File: src/rtl/fifo_arb_pkg.sv
// fifo_arb_pkg: shared types, constants and helpers for the FIFO write arbiter and its schedulers.
package fifo_arb_pkg;
  typedef enum logic {IDLE = 1'b0, BURST = 1'b1} state_t;
  localparam int WDOG_LIMIT = 15;
  function automatic int clog2_min1(input int n);
    return (n <= 2) ? 1 : $clog2(n);
  endfunction
endpackage

File: src/rtl/rr_pick.sv
// rr_pick: combinational round-robin picker, searching from ptr+1 with wrap.
module rr_pick
  import fifo_arb_pkg::*;
#(
  parameter int N  = 4,
  parameter int IW = clog2_min1(N)
) (
  input  logic [N-1:0]  req,
  input  logic [IW-1:0] ptr,
  output logic [N-1:0]  onehot,
  output logic [IW-1:0] idx,
  output logic          any
);
  // Later hits overwrite earlier ones, so the smallest offset from ptr wins.
  always_comb begin
    onehot = '0;
    idx = '0;
    any = 1'b0;
    for (int k = N; k >= 1; k--)
      for (int i = 0; i < N; i++)
        if (req[i] && (int'(ptr) + k) % N == i) begin
          onehot = '0;
          onehot[i] = 1'b1;
          idx = IW'(i);
          any = 1'b1;
        end
  end
endmodule

File: src/rtl/fifo_wr_arbiter.sv
// fifo_wr_arbiter: round-robin, burst-locked sharing of one async_fifo write port.
// Define FWA_WATCHDOG_EN to add a stall watchdog that drops a stuck grant and pulses wdog_err.
module fifo_wr_arbiter
  import fifo_arb_pkg::*;
#(
  parameter int NUM_REQ    = 4,
  parameter int DATA_WIDTH = 4,
  parameter int MAX_BURST  = 8
) (
  input  logic                             clk,
  input  logic                             rst,
  input  logic [NUM_REQ-1:0]               req_vld,
  input  logic [NUM_REQ*DATA_WIDTH-1:0]    req_data,
  input  logic [NUM_REQ-1:0]               req_last,
  output logic [NUM_REQ-1:0]               req_rdy,
  output logic                             fifo_wr_en,
  output logic [DATA_WIDTH-1:0]            fifo_wr_data,
  input  logic                             fifo_full,
  input  logic                             fifo_afull,
`ifdef FWA_WATCHDOG_EN
  output logic                             wdog_err,
`endif
  output logic                             grant_vld,
  output logic [clog2_min1(NUM_REQ)-1:0]   grant_id
);
  localparam int IW = clog2_min1(NUM_REQ);
  localparam int BW = $clog2(MAX_BURST + 1);
  state_t state, state_nxt;
  logic [IW-1:0] rr_ptr, ptr_nxt, id_nxt, win_idx;
  logic [BW-1:0] beat_cnt, cnt_nxt;
  logic [NUM_REQ-1:0] unused_onehot;
  logic any, vld_g, last_g, rdy_g, acc, done, wdog_hit;
  rr_pick #(.N(NUM_REQ), .IW(IW)) u_pick (
    .req(req_vld),
    .ptr(rr_ptr),
    .onehot(unused_onehot),
    .idx(win_idx),
    .any(any)
  );
  always_comb begin
    vld_g = 1'b0;
    last_g = 1'b0;
    fifo_wr_data = '0;
    for (int i = 0; i < NUM_REQ; i++)
      if (grant_id == IW'(i)) begin
        vld_g = req_vld[i];
        last_g = req_last[i];
        fifo_wr_data = req_data[i*DATA_WIDTH +: DATA_WIDTH];
      end
  end
  // rst gates the handshake so nothing is written during a reset cycle.
  assign rdy_g = !rst && state == BURST && !fifo_full;
  assign req_rdy = rdy_g ? NUM_REQ'(1) << grant_id : '0;
  assign acc = rdy_g && vld_g;
  assign fifo_wr_en = acc;
  assign done = acc && (last_g || beat_cnt == BW'(MAX_BURST - 1));
  assign grant_vld = state == BURST;
  always_comb begin
    state_nxt = state;
    id_nxt = grant_id;
    ptr_nxt = rr_ptr;
    cnt_nxt = beat_cnt;
    if (state == IDLE) begin
      if (any && !fifo_afull) begin
        state_nxt = BURST;
        id_nxt = win_idx;
        cnt_nxt = '0;
      end
    end else if (done || wdog_hit) begin
      state_nxt = IDLE;
      ptr_nxt = grant_id;
      cnt_nxt = '0;
    end else if (acc) begin
      cnt_nxt = beat_cnt + 1'b1;
    end
  end
  always_ff @(posedge clk)
    if (rst) begin
      state <= IDLE;
      grant_id <= '0;
      beat_cnt <= '0;
      rr_ptr <= IW'(NUM_REQ - 1);
    end else begin
      state <= state_nxt;
      grant_id <= id_nxt;
      beat_cnt <= cnt_nxt;
      rr_ptr <= ptr_nxt;
    end
`ifdef FWA_WATCHDOG_EN
  logic [3:0] stall;
  assign wdog_hit = state == BURST && !vld_g && stall == 4'(WDOG_LIMIT);
  always_ff @(posedge clk)
    if (rst) begin
      stall <= '0;
      wdog_err <= 1'b0;
    end else begin
      wdog_err <= wdog_hit;
      stall <= (state == IDLE || acc || wdog_hit) ? '0 : (!vld_g ? stall + 1'b1 : stall);
    end
`else
  assign wdog_hit = 1'b0;
`endif
endmodule

File: config.mk
export PLATFORM = sky130hd
export DESIGN_NAME = fifo_wr_arbiter
export DESIGN_NICKNAME = d
export VERILOG_FILES = /design/src/rtl/fifo_arb_pkg.sv /design/src/rtl/rr_pick.sv /design/src/rtl/fifo_wr_arbiter.sv
export SDC_FILE = /design/constraint.sdc
export NUM_CORES = 1
export LEC_CHECK = 0
export BUFFER_PORTS_ARGS = -buffer_cell sky130_fd_sc_hd__buf_2
export CORE_ASPECT_RATIO = 0.7
export CORE_UTILIZATION = 35
export CTS_CLUSTER_DIAMETER = 50
export DETAILED_ROUTE_END_ITERATION = 7
export PLACE_DENSITY = 0.66
export SLEW_MARGIN = 20
export SYNTH_ARGS = -nofsm -noshare
export SYNTH_HDL_FRONTEND = slang
export SYNTH_SLANG_ARGS = --single-unit
File: constraint.sdc
create_clock -name clk -period 2.5 [get_ports clk]
set_clock_uncertainty 0.2 [all_clocks]
set_input_delay 0.125 -clock clk [delete_from_list [all_inputs] [get_ports clk]]
set_output_delay 0.125 -clock clk [all_outputs]
set_load 0.01 [all_outputs]
==> results.md, run 1 <==
- Initial DRC Count: 14
- Diode count: 0
- Cell type with the largest total area after synthesis: dfxtp_1
- Part of the cycle the worst path needs: between 80 and 90%
- Layout area overhead: 35.0%
- Crit end category: flop
- I/O pin count: 40
- Drt total wl: between 1.5 and 2 mm
- GR Util All Layers: 18.5%
- Mapped Nets: 111
- Total gr overflow: 0
- CP max-delay cell: dlygate4sd3_1
- Final min period: around 2000 ps
- Slowest stage delay, CP: 530 ps
- Flops & latches, synth: 9
- Post-synth cell types: 32
- CTS tree: done
- Reg2Reg Launch Point: grant_id[1]
- Final hold violation count: 0
- Rows: 13
- Clock buffer depth: 2
- Clock latency on the worst-skew pair: 260 ps
- Net Sw Frac: around 29%
- Required @ worst endpoint: 2450 ps
- Worst Tran Pin Value: roughly 430 ps
- DRC errors left: 0
- Post-synth top flop: dfxtp_1
- Max-cap violations: 0
- Final max-slew violation count: 0
- Placed instance area: approximately 900 µm²
- Post-synthesis sequential area ratio: 26.1%
- Largest net degree at the start of global routing: 13
- Most common cell in the netlist: nor2_1
- Worst R2R End: rr_ptr[0]
- Nets: roughly 150
- Area contributors post-synth: dfxtp_1 (26%), mux4_2 (16%), nor2_1 (5.4%), nand2_1 (4.9%), nand4_1 (4.5%)
- TritonCTS buffer count: 3
- Status: finished, final reports clean
- Total power: 379 µW
- CTS clk-pin slew, worst paths: 60 ps
- Sw power: 110 µW
- Setup CP Type: in -> reg
- Initial antenna violation count: 0
- Drt pass-1 iters: 4
- # setup viols final: 0
- Worst Hold Class: in -> reg
- Root Buffer: clkbuf_4
- Mapped Area: 691 µm²
- Stages on worst setup path: 6
- Chip height: 39.2 µm
- Crit path capture: rr_ptr[0]
- H-tree levels: 1
- Via count: 788
- Int Power: ~270 µW
- Critical path origin: rst
- Die width: 55.1 µm
- Setup slack, reg-to-reg: 440 ps
- Number of buffers added on ports: 39
- Share of power burned in registers: around two fifths
- Comb power frac: 29.2%
- Share of post-route cells with drive strength above 1: about 42%
- First-pass GRT wire length: 2.67 mm
- Rel. slew slack: between 70% and 80%
- Final worst setup slack: about 440 ps
- Crit-path leading delay family: buffers and inverters
- Critical Path Fanout Max: 11
- Setup TNS: 0 ps
- Yosys top cell area share: between 20% and 30%
- Worst reg-to-reg path cell count: 5
- RSZ-0062 raised after global routing: no
- Crit path buffers/inverters: 2
- Syn avg cell area: approximately 8.4 µm²
- Syn. warnings: 0
- Async set-or-reset flop fraction in the synthesized netlist: 0%
- Final antenna-violating net count: 0
- Top cells by count, synth: nor2_1 (10), dfxtp_1 (9), nand2_1 (9)
- Pre-CTS setup slack: 429 ps
- Post-synth EDFFs: 0
- Number of global-route vias before repair: between 500 and 600
- Core area: 1850 µm²
- Worst path cell trace: dlygate4sd3_1 -> buf_2 -> nor3b_2 -> nand4_1 -> a21o_1 -> a211o_1
- Startpoint types: input pin
- Initial Util: between 30% and 40%
- Clk pwr share: 29.4%
- Post-Syn Instances: 82
- Worst Path Arrival: 2020 ps
- Sink Count: 9
- VDD IR max: 0.000258 V
- Max frequency: 0.485 GHz
- Routability cong.: 0.871
- P_leak: roughly 0.00043 µW
- Die area: 2160 µm²
- Core Util, Final: 50.3%
- Worst hold stages: 4
- Hpwl dp: ~1.5 mm
- Setup repair bufs after CTS: 0
- Routed wire length per instance: 12.6 µm
- Post-route cell area: 932 µm²
- PwrDens: a little over 400 nW/µm²
- Drt via density: 5.43
cells by family after synthesis:
kind of cell	Yosys count	synth area share, %
multiplexers	6	17.8
adder cells (fa/ha/maj)	1	1.81
buffers and inverters	10	7.43
flip-flops	9	26.1
AO/OA/AOI/OAI	18	18.1
AND/OR/NAND/NOR	38	28.8
state kept, by name (all words and copies together), names as in the netlist:
register   cells
beat_cnt       4
grant_id       2
grant_vld      1
rr_ptr         2
worst reg2reg max path, delay by kind of cell (launching register included):
kind,cells,cell delay (ps)
simple gates,1,70
mux,1,370
flops,1,580
compound gates,3,740
worst min-delay path by stage:
stage / to / slack, ps / from
2_1_floorplan: grant_id[0] / 190 / req_vld[2]
3_3_place_gp: grant_id[1] / 240 / rst
3_5_place_dp: grant_id[1] / 250 / rst
4_1_cts: grant_id[0] / 80 / req_vld[2]
5_1_grt: grant_vld / 120 / fifo_afull
6_report: grant_id[0] / 90 / req_vld[2]
power by group through the flow:
stage | Combinational (µW) | Clock, µW | Sequential [µW]
2_1_floorplan | 65.7 | 0 | 158
6_report | 111 | 112 | 157
4_1_cts | 111 | 116 | 157
3_5_place_dp | 109 | 0 | 160
3_3_place_gp | 108 | 0 | 160
5_1_grt | 120 | 125 | 158
per-layer routing:
layer  vias to the layer above  part of all wire [%]  GRT usage [%]
met1                       369                    48           24.9
met5                         -                     0              0
li1                        392                     -              -
met2                        25                    44           26.2
met3                         2                   7.3           7.45
met4                         0                  0.38           6.25
through the flow:
step / cells / hold WS (ps)
2_1_floorplan: 82 / 191
3_3_place_gp: 140 / 242
3_5_place_dp: 140 / 249
4_1_cts: 145 / 82.7
5_1_grt: 145 / 119
6_report: 145 / 88.8
layout make-up:
type,instances,area [µm²]
Tap cell,22,27.5
Fill cell,197,922
Sequential cell,9,180
Inverter,5,18.8
Clock buffer,4,26.3
Timing Repair Buffer,42,220
Multi-Input combinational cell,63,459
what timing repair did:
action,4_1_cts,5_1_grt
hold buffers,1,0
hold endpoints to repair,7,0
gates resized for setup,0,0
placed cells by master (no fill, tap or decap), types with 3 or more instances in the layout:
cell type,count
buf_2,39
nor2_1,10
nand2_1,9
dfxtp_1,9
nand4_1,5
mux4_2,5
a21oi_1,5
inv_1,4
a31oi_1,4
a211o_1,3
clkbuf_4,3
Note: power is estimated with default switching activity, not from simulation.
==> inputs of run 2 (changes only) <==
--- a/config.mk
+++ b/config.mk
@@ -5,12 +5,12 @@
 export SDC_FILE = /design/constraint.sdc
 export NUM_CORES = 1
 export LEC_CHECK = 0
+export ABC_AREA = 1
 export BUFFER_PORTS_ARGS = -buffer_cell sky130_fd_sc_hd__buf_2
 export CORE_ASPECT_RATIO = 0.7
 export CORE_UTILIZATION = 35
 export CTS_CLUSTER_DIAMETER = 50
 export DETAILED_ROUTE_END_ITERATION = 7
-export PLACE_DENSITY = 0.66
 export SLEW_MARGIN = 20
 export SYNTH_ARGS = -nofsm -noshare
 export SYNTH_HDL_FRONTEND = slang
==> constraint.sdc (replaced) <==
create_clock -name clk -period 2.1 [get_ports clk]
set_clock_uncertainty 0.2 [all_clocks]
set_input_delay 0.105 -clock clk [delete_from_list [all_inputs] [get_ports clk]]
set_output_delay 0.105 -clock clk [all_outputs]
set_load 0.01 [all_outputs]
==> run 2 against run 1 <==
First-iteration DRC count grew to 3.6 times the previous value. Total power up 40%. Hold slack got worse by 43 ps. Wire length increased by 37%. Sequential power rose by 26%. Combinational power is 69% higher. Synthesized cell count is 77% higher. Largest power group unchanged.
==> results.md, run 2 <==
- Status: finished, final reports clean
- Core area: 2220 µm² (+20%)
- Worst Hold Class: in -> reg
- Most common cell in the netlist: nand2_1
- PwrDens: 466 nW/µm² (+15%)
- Mapped Nets: 174 (+57%)
- I/O pin count: 40 (unchanged)
- Core Util, Final: 51.1% (+0.85 points)
- Mapped Area: 857 µm² (+24%)
- Number of global-route vias before repair: 983 (+65%)
- TritonCTS buffer count: 3 (unchanged)
- CTS tree: done
- Max-cap violations: 0 (unchanged)
- Diode count: 0 (unchanged)
- Final antenna-violating net count: 0 (unchanged)
- Chip height: 43.4 µm (+11%)
- Total gr overflow: 0 (unchanged)
- Largest net degree at the start of global routing: 11 (-2)
- Die area: 2650 µm² (+23%)
- Top cells by count, synth: nand2_1 (46), nand3_1 (17), nor2_1 (16), dfxtp_1 (9), inv_1 (9)
- Routability cong.: 0.959 (+10%)
- Via count: 1119 (+42%)
- Drt via density: 5.06 (-6.8%)
- Setup CP Type: reg -> out
- Setup TNS: 0 ps (unchanged)
- Post-synthesis sequential area ratio: 21.0% (-5.1 points)
- Worst hold slack: 45.6 ps (-43.2 ps)
- Initial Util: 38.5% (+1.3 points)
- Post-Syn Instances: 145 (+77%)
- Max FFs per register: 4 (unchanged)
- Post-route cell area: 1140 µm² (+22%)
- Setup slack, reg-to-reg: 150 ps (-290 ps)
- Total power: 530 µW (+40%)
- Worst Hold End: grant_id[0]
- Worst reg-to-reg path cell count: 9 (+4)
- Drt pass-1 iters: 5 (+1)
- Nets: 219 (+43%)
- Final hold violation count: 0 (unchanged)
- Syn avg cell area: 5.91 µm² (-30%)
- Reg with most FFs: beat_cnt
- GR Util All Layers: 21.2% (+2.7 points)
- Clock latency on the worst-skew pair: 270 ps (about the same)
- Worst hold stages: 4 (unchanged)
- Startpoint types: flop
- Placed instance area: 1080 µm² (+21%)
- Rel. slew slack: 76.1% (+5.0 points)
- Most frequent cells in the layout: nand2_1 (46), buf_2 (39), nand3_1 (17)
- Max frequency: 0.505 GHz
- RSZ-0062 raised after global routing: no
- Yosys top cell area share: 21.0% (-5.1 points)
- Initial antenna violation count: 0 (unchanged)
- Die width: 61.1 µm (+11%)
- Worst Tran Pin Value: 358 ps (-74.7 ps)
- Async set-or-reset flop fraction in the synthesized netlist: 0% (unchanged)
- Largest regs: beat_cnt (4), grant_id (2), rr_ptr (2)
- Part of the cycle the worst path needs: 94.3%
- First-pass GRT wire length: 4.26 mm (+60%)
- Worst path cell trace: nor2_4 -> inv_2 -> or2_4 -> a31oi_4 -> inv_1 -> buf_2
- VDD IR max: 0.000139 V (-46%)
- Clock buffer depth: 2 (unchanged)
- Slowest stage delay, CP: 420 ps (-110 ps)
- DRC errors left: 0 (unchanged)
- Worst R2R End: beat_cnt[3]
- Number of buffers added on ports: 39 (unchanged)
- Sink Count: 9 (unchanged)
- Post-synth cell types: 28 (-13%)
- P_leak: 0.000600 µW (+38%)
- Area contributors post-synth: dfxtp_1 (21%), nand2_1 (20%), nand3_1 (9.9%), nor2_1 (7.0%), a21oi_1 (4.7%)
- Crit end category: primary output
- Hold Crit Start: req_vld[2]
- Initial DRC Count: 50 (+36)
- Flops & latches, synth: 9 (unchanged)
- Final min period: 1980 ps
- Drt total wl: 2.50 mm (+37%)
- Final max-slew violation count: 0 (unchanged)
- Layout area overhead: 32.7%
- Hpwl dp: 1.86 mm (+28%)
- Root Buffer: clkbuf_4
- Post-synth EDFFs: 0 (unchanged)
- CP max-delay cell: dfxtp_1
- Critical Path Fanout Max: 8 (-3)
- Cell type with the largest total area after synthesis: dfxtp_1
- Reg2Reg Launch Point: grant_id[1]
- Post-synth top flop: dfxtp_1
- Most common cell after layout, fill and taps aside: nand2_1
- CTS clk-pin slew, worst paths: 70 ps (about the same)
- Required @ worst endpoint: 1790 ps (-660 ps)
- Rows: 14 (+1)
- Worst Path Arrival: 1670 ps (-350 ps)
- H-tree levels: 1 (unchanged)
- Share of post-route cells with drive strength above 1: 32.8% (-9.5 points)
- Syn. warnings: 0 (unchanged)
- Routed wire length per instance: 11.3 µm (-9.9%)
- # setup viols final: 0 (unchanged)
## run 2: worst max path at each step
stage | depth (start not counted) | from | endpoint | slack (ps)
6_report | 6 | grant_id[1] | fifo_wr_en | 120
5_1_grt | 6 | grant_id[1] | fifo_wr_en | 4
4_1_cts | 6 | grant_id[1] | fifo_wr_en | 20
3_5_place_dp | 8 | grant_id[0] | beat_cnt[3] | 110
3_3_place_gp | 8 | grant_id[0] | beat_cnt[3] | 160
2_1_floorplan | 8 | grant_id[0] | beat_cnt[3] | 360
## run 2: per-layer routing
layer  up-vias  GRT usage (%)  part of all wire, %
li1        578              -                    -
met3         3           2.69                  7.8
met5         -              0                    0
met4         0           5.45                 0.76
met2        67           34.3                   45
met1       471           29.8                   47
## run 2: report_power, final
group	internal [µW]	switching [µW]	leakage, µW
combinational	79.1	108	0.000513
sequential	179	19.3	0.0000727
clock	73.6	71.0	0.0000150
total	332	199	0.000600
## run 2: cells by family (layout without fill, tap and decap cells)
| group | Yosys count | count (layout) | synth area share, % |
|---|---|---|---|
| compound gates | 23 | 23 | 18.1 |
| simple gates | 96 | 96 | 51.1 |
| xor+xnor | 1 | 1 | 1.02 |
| buf+inv | 15 | 59 | 7.30 |
| flops | 9 | 9 | 21.0 |
| fa+ha+maj | 1 | 1 | 1.46 |
## run 2: critical path: cells and delay by family (launching register included)
family                 cells  cell delay [ps]
AND/OR/NAND/NOR            2              430
flip-flops                 1              420
buffers and inverters      3              300
AO/OA/AOI/OAI              1              250
## run 2: timing repair
| item | CTS | global route |
|---|---|---|
| endpoints found under the setup margin | 1 | 2 |
| buffers inserted | 0 | 2 |
| gates resized for setup | 1 | 2 |
| pin swaps | 0 | 1 |
| endpoints found under the hold margin | 4 | 0 |
| hold buffers | 1 | 0 |
## run 2: cell type report
class	count	area (µm²)
Fill cell	226	1090
Multi-Input combinational cell	121	614
Timing Repair Buffer	43	228
Sequential cell	9	184
Inverter	12	45.0
Tap cell	32	40.0
Clock buffer	4	26.3
## run 2: stage by stage
step | setup slack (ps) | std cells
after floorplan | 362 | 145
after CTS | 20.3 | 219
after detailed placement | 111 | 214
final | 121 | 221
after global placement | 157 | 214
after global routing | 3.86 | 221
==> inputs of run 3 (changes only) <==
--- a/config.mk
+++ b/config.mk
@@ -5,12 +5,12 @@
 export SDC_FILE = /design/constraint.sdc
 export NUM_CORES = 1
 export LEC_CHECK = 0
-export ABC_AREA = 1
 export BUFFER_PORTS_ARGS = -buffer_cell sky130_fd_sc_hd__buf_2
-export CORE_ASPECT_RATIO = 0.7
+export CORE_ASPECT_RATIO = 1.1
 export CORE_UTILIZATION = 35
 export CTS_CLUSTER_DIAMETER = 50
 export DETAILED_ROUTE_END_ITERATION = 7
+export PLACE_DENSITY = 0.66
 export SLEW_MARGIN = 20
 export SYNTH_ARGS = -nofsm -noshare
 export SYNTH_HDL_FRONTEND = slang
==> run 3 against run 2 <==
Fmax is 0.13% higher. Design area down 14%. Critical path type is now in -> reg. Critical endpoint is now rr_ptr[0]. Largest power group unchanged. Utilization up 2.7 points. Clock-buffer cell count unchanged.
==> results.md, run 3 (synthesis results as in run 1) <==
- Startpoint types: input pin
- Part of the cycle the worst path needs: 94.1% (-0.12 points)
- M2 GR Usage: 34.3% (about the same)
- Hpwl dp: 1.54 mm (-17%)
- Initial antenna violation count: 0 (unchanged)
- I/O pin count: 40 (unchanged)
- Crit end category: flop
- Final max-slew violation count: 0 (unchanged)
- Routability cong.: 0.805 (-16%)
- VDD IR max: 0.000240 V (+72%)
- First-pass GRT wire length: 3.39 mm (-20%)
- Max FFs per register: 4 (unchanged)
- Top Usage Layer GRT: met2
- Most common cell after layout, fill and taps aside: buf_2
- Number of buffers added on ports: 39 (unchanged)
- Die area: 2160 µm² (-19%)
- Worst Hold Class: in -> reg
- Root Buffer: clkbuf_4
- Worst Tran Pin Value: 275 ps (-82.4 ps)
- Drt pass-1 iters: 4 (-1)
- PwrDens: 482 nW/µm² (+3.2%)
- Routed wire length per instance: 13.3 µm (+17%)
- Final antenna-violating net count: 0 (unchanged)
- Sink Count: 9 (unchanged)
- Worst Path Arrival: 1940 ps (+270 ps)
- Status: finished, final reports clean
- Total gr overflow: 0 (unchanged)
- Via count: 812 (-27%)
- Max frequency: 0.506 GHz (+0.13%)
- Layout area overhead: 42.0%
- Required @ worst endpoint: 2070 ps (+280 ps)
- Clock buffer depth: 2 (unchanged)
- Final hold violation count: 0 (unchanged)
- Number of global-route vias before repair: 778 (-21%)
- Final min period: 1980 ps (-2.53 ps)
- H-tree levels: 1 (unchanged)
- Drt via density: 5.31 (+4.8%)
- Initial DRC Count: 22 (-56%)
- Met3 Use GR: 4.48% (+1.8 points)
- M1 GR Usage: 26.0% (-3.8 points)
- Die width: 44.4 µm (-27%)
- Drt total wl: 2.03 mm (-19%)
- P_leak: 0.000455 µW (-24%)
- Clock latency on the worst-skew pair: 270 ps (about the same)
- Share of post-route cells with drive strength above 1: 45.2% (+12 points)
- Chip height: 48.6 µm (+12%)
- Reg with most FFs: beat_cnt
- GR Util All Layers: 21.0% (-0.16 points)
- CTS tree: done
- Pre-CTS setup slack: 100 ps (-10.4 ps)
- Initial Util: 37.9% (-0.61 points)
- Nets: 156 (-29%)
- Rows: 16 (+2)
- Largest regs: beat_cnt (4), grant_id (2), rr_ptr (2)
- Core Util, Final: 53.8% (+2.7 points)
- Rel. slew slack: 81.6% (+5.5 points)
- TritonCTS buffer count: 3 (unchanged)
- Largest net degree at the start of global routing: 12 (+1)
- DRC errors left: 0 (unchanged)
- # setup viols final: 0 (unchanged)
- Critical Path Fanout Max: 11 (+3)
- Diode count: 0 (unchanged)
- Most frequent cells in the layout: buf_2 (39), nor2_1 (10), nand2_1 (9), dfxtp_1 (9)
- Final worst setup slack: 123 ps (+2.53 ps)
- Core area: 1820 µm² (-18%)
- CTS clk-pin slew, worst paths: 60 ps (about the same)
- Max-cap violations: 0 (unchanged)
- Setup CP Type: in -> reg
## run 3: cell count changes in the layout (fill, tap and decap cells not counted), moves of 3 or more
| cell | previous run | this run |
|---|---|---|
| a211o_1 | 0 | 3 |
| a21oi_1 | 8 | 5 |
| a31oi_1 | 1 | 4 |
| dfxtp_1 | 6 | 9 |
| dfxtp_2 | 3 | 0 |
| inv_1 | 9 | 4 |
| mux4_2 | 0 | 5 |
| nand2_1 | 46 | 9 |
| nand3_1 | 17 | 2 |
| nor2_1 | 16 | 10 |
| o21ai_0 | 5 | 0 |
## run 3: through the flow
step	instance area [µm²]	instances	hold slack (ps)	setup TNS, ps	power, µW
floorplan	691	82	158	0	267
global placement	925	148	249	0	324
detailed placement	925	148	249	0	327
CTS	961	153	22.8	0	472
global route	981	153	64.3	-3.03	500
finish	981	153	29.1	0	472
## run 3: area by class of cell
class                   count  area [µm²]
clock buffers               4        26.3
fillers                   166         841
flip-flops and latches      9         180
multi-input cells          63         479
inverters                   5        18.8
repair buffers             45         243
well taps                  27        33.8
## run 3: timing repair
item                       CTS  global route
hold endpoints to repair     7             0
setup buffers                0             0
hold buffers                 1             0
setup endpoints to repair    0             5
gates resized for setup      0             4
## run 3: final timing paths
check	startpoint	to	slack [ps]	depth (start not counted)
setup / recovery	rst	rr_ptr[0]	120	6
hold / removal	req_vld[2]	grant_id[0]	30	4
setup reg to reg	grant_id[0]	rr_ptr[0]	230	5
hold reg to reg	beat_cnt[1]	beat_cnt[1]	280	2
## run 3: worst max-delay path, stage by stage
cell and delay [ps]:
dlygate4sd3_1 540, buf_2 210, nor3b_4 260, nand4_1 220, a21o_4 310, a211o_1 300
## run 3: where the power goes
part           internal, µW  leakage (µW)  switching (µW)
clock network          73.8     0.0000150            70.0
registers               177     0.0000733            6.93
logic                  75.1      0.000367            69.3
total                   326      0.000455             146
## run 3: metal layers
metal  vias up  part of all wire [%]
met3         5                   7.5
met4         0                   2.0
met2        46                    47
met5         -                     0
met1       363                    43
li1        398                     -
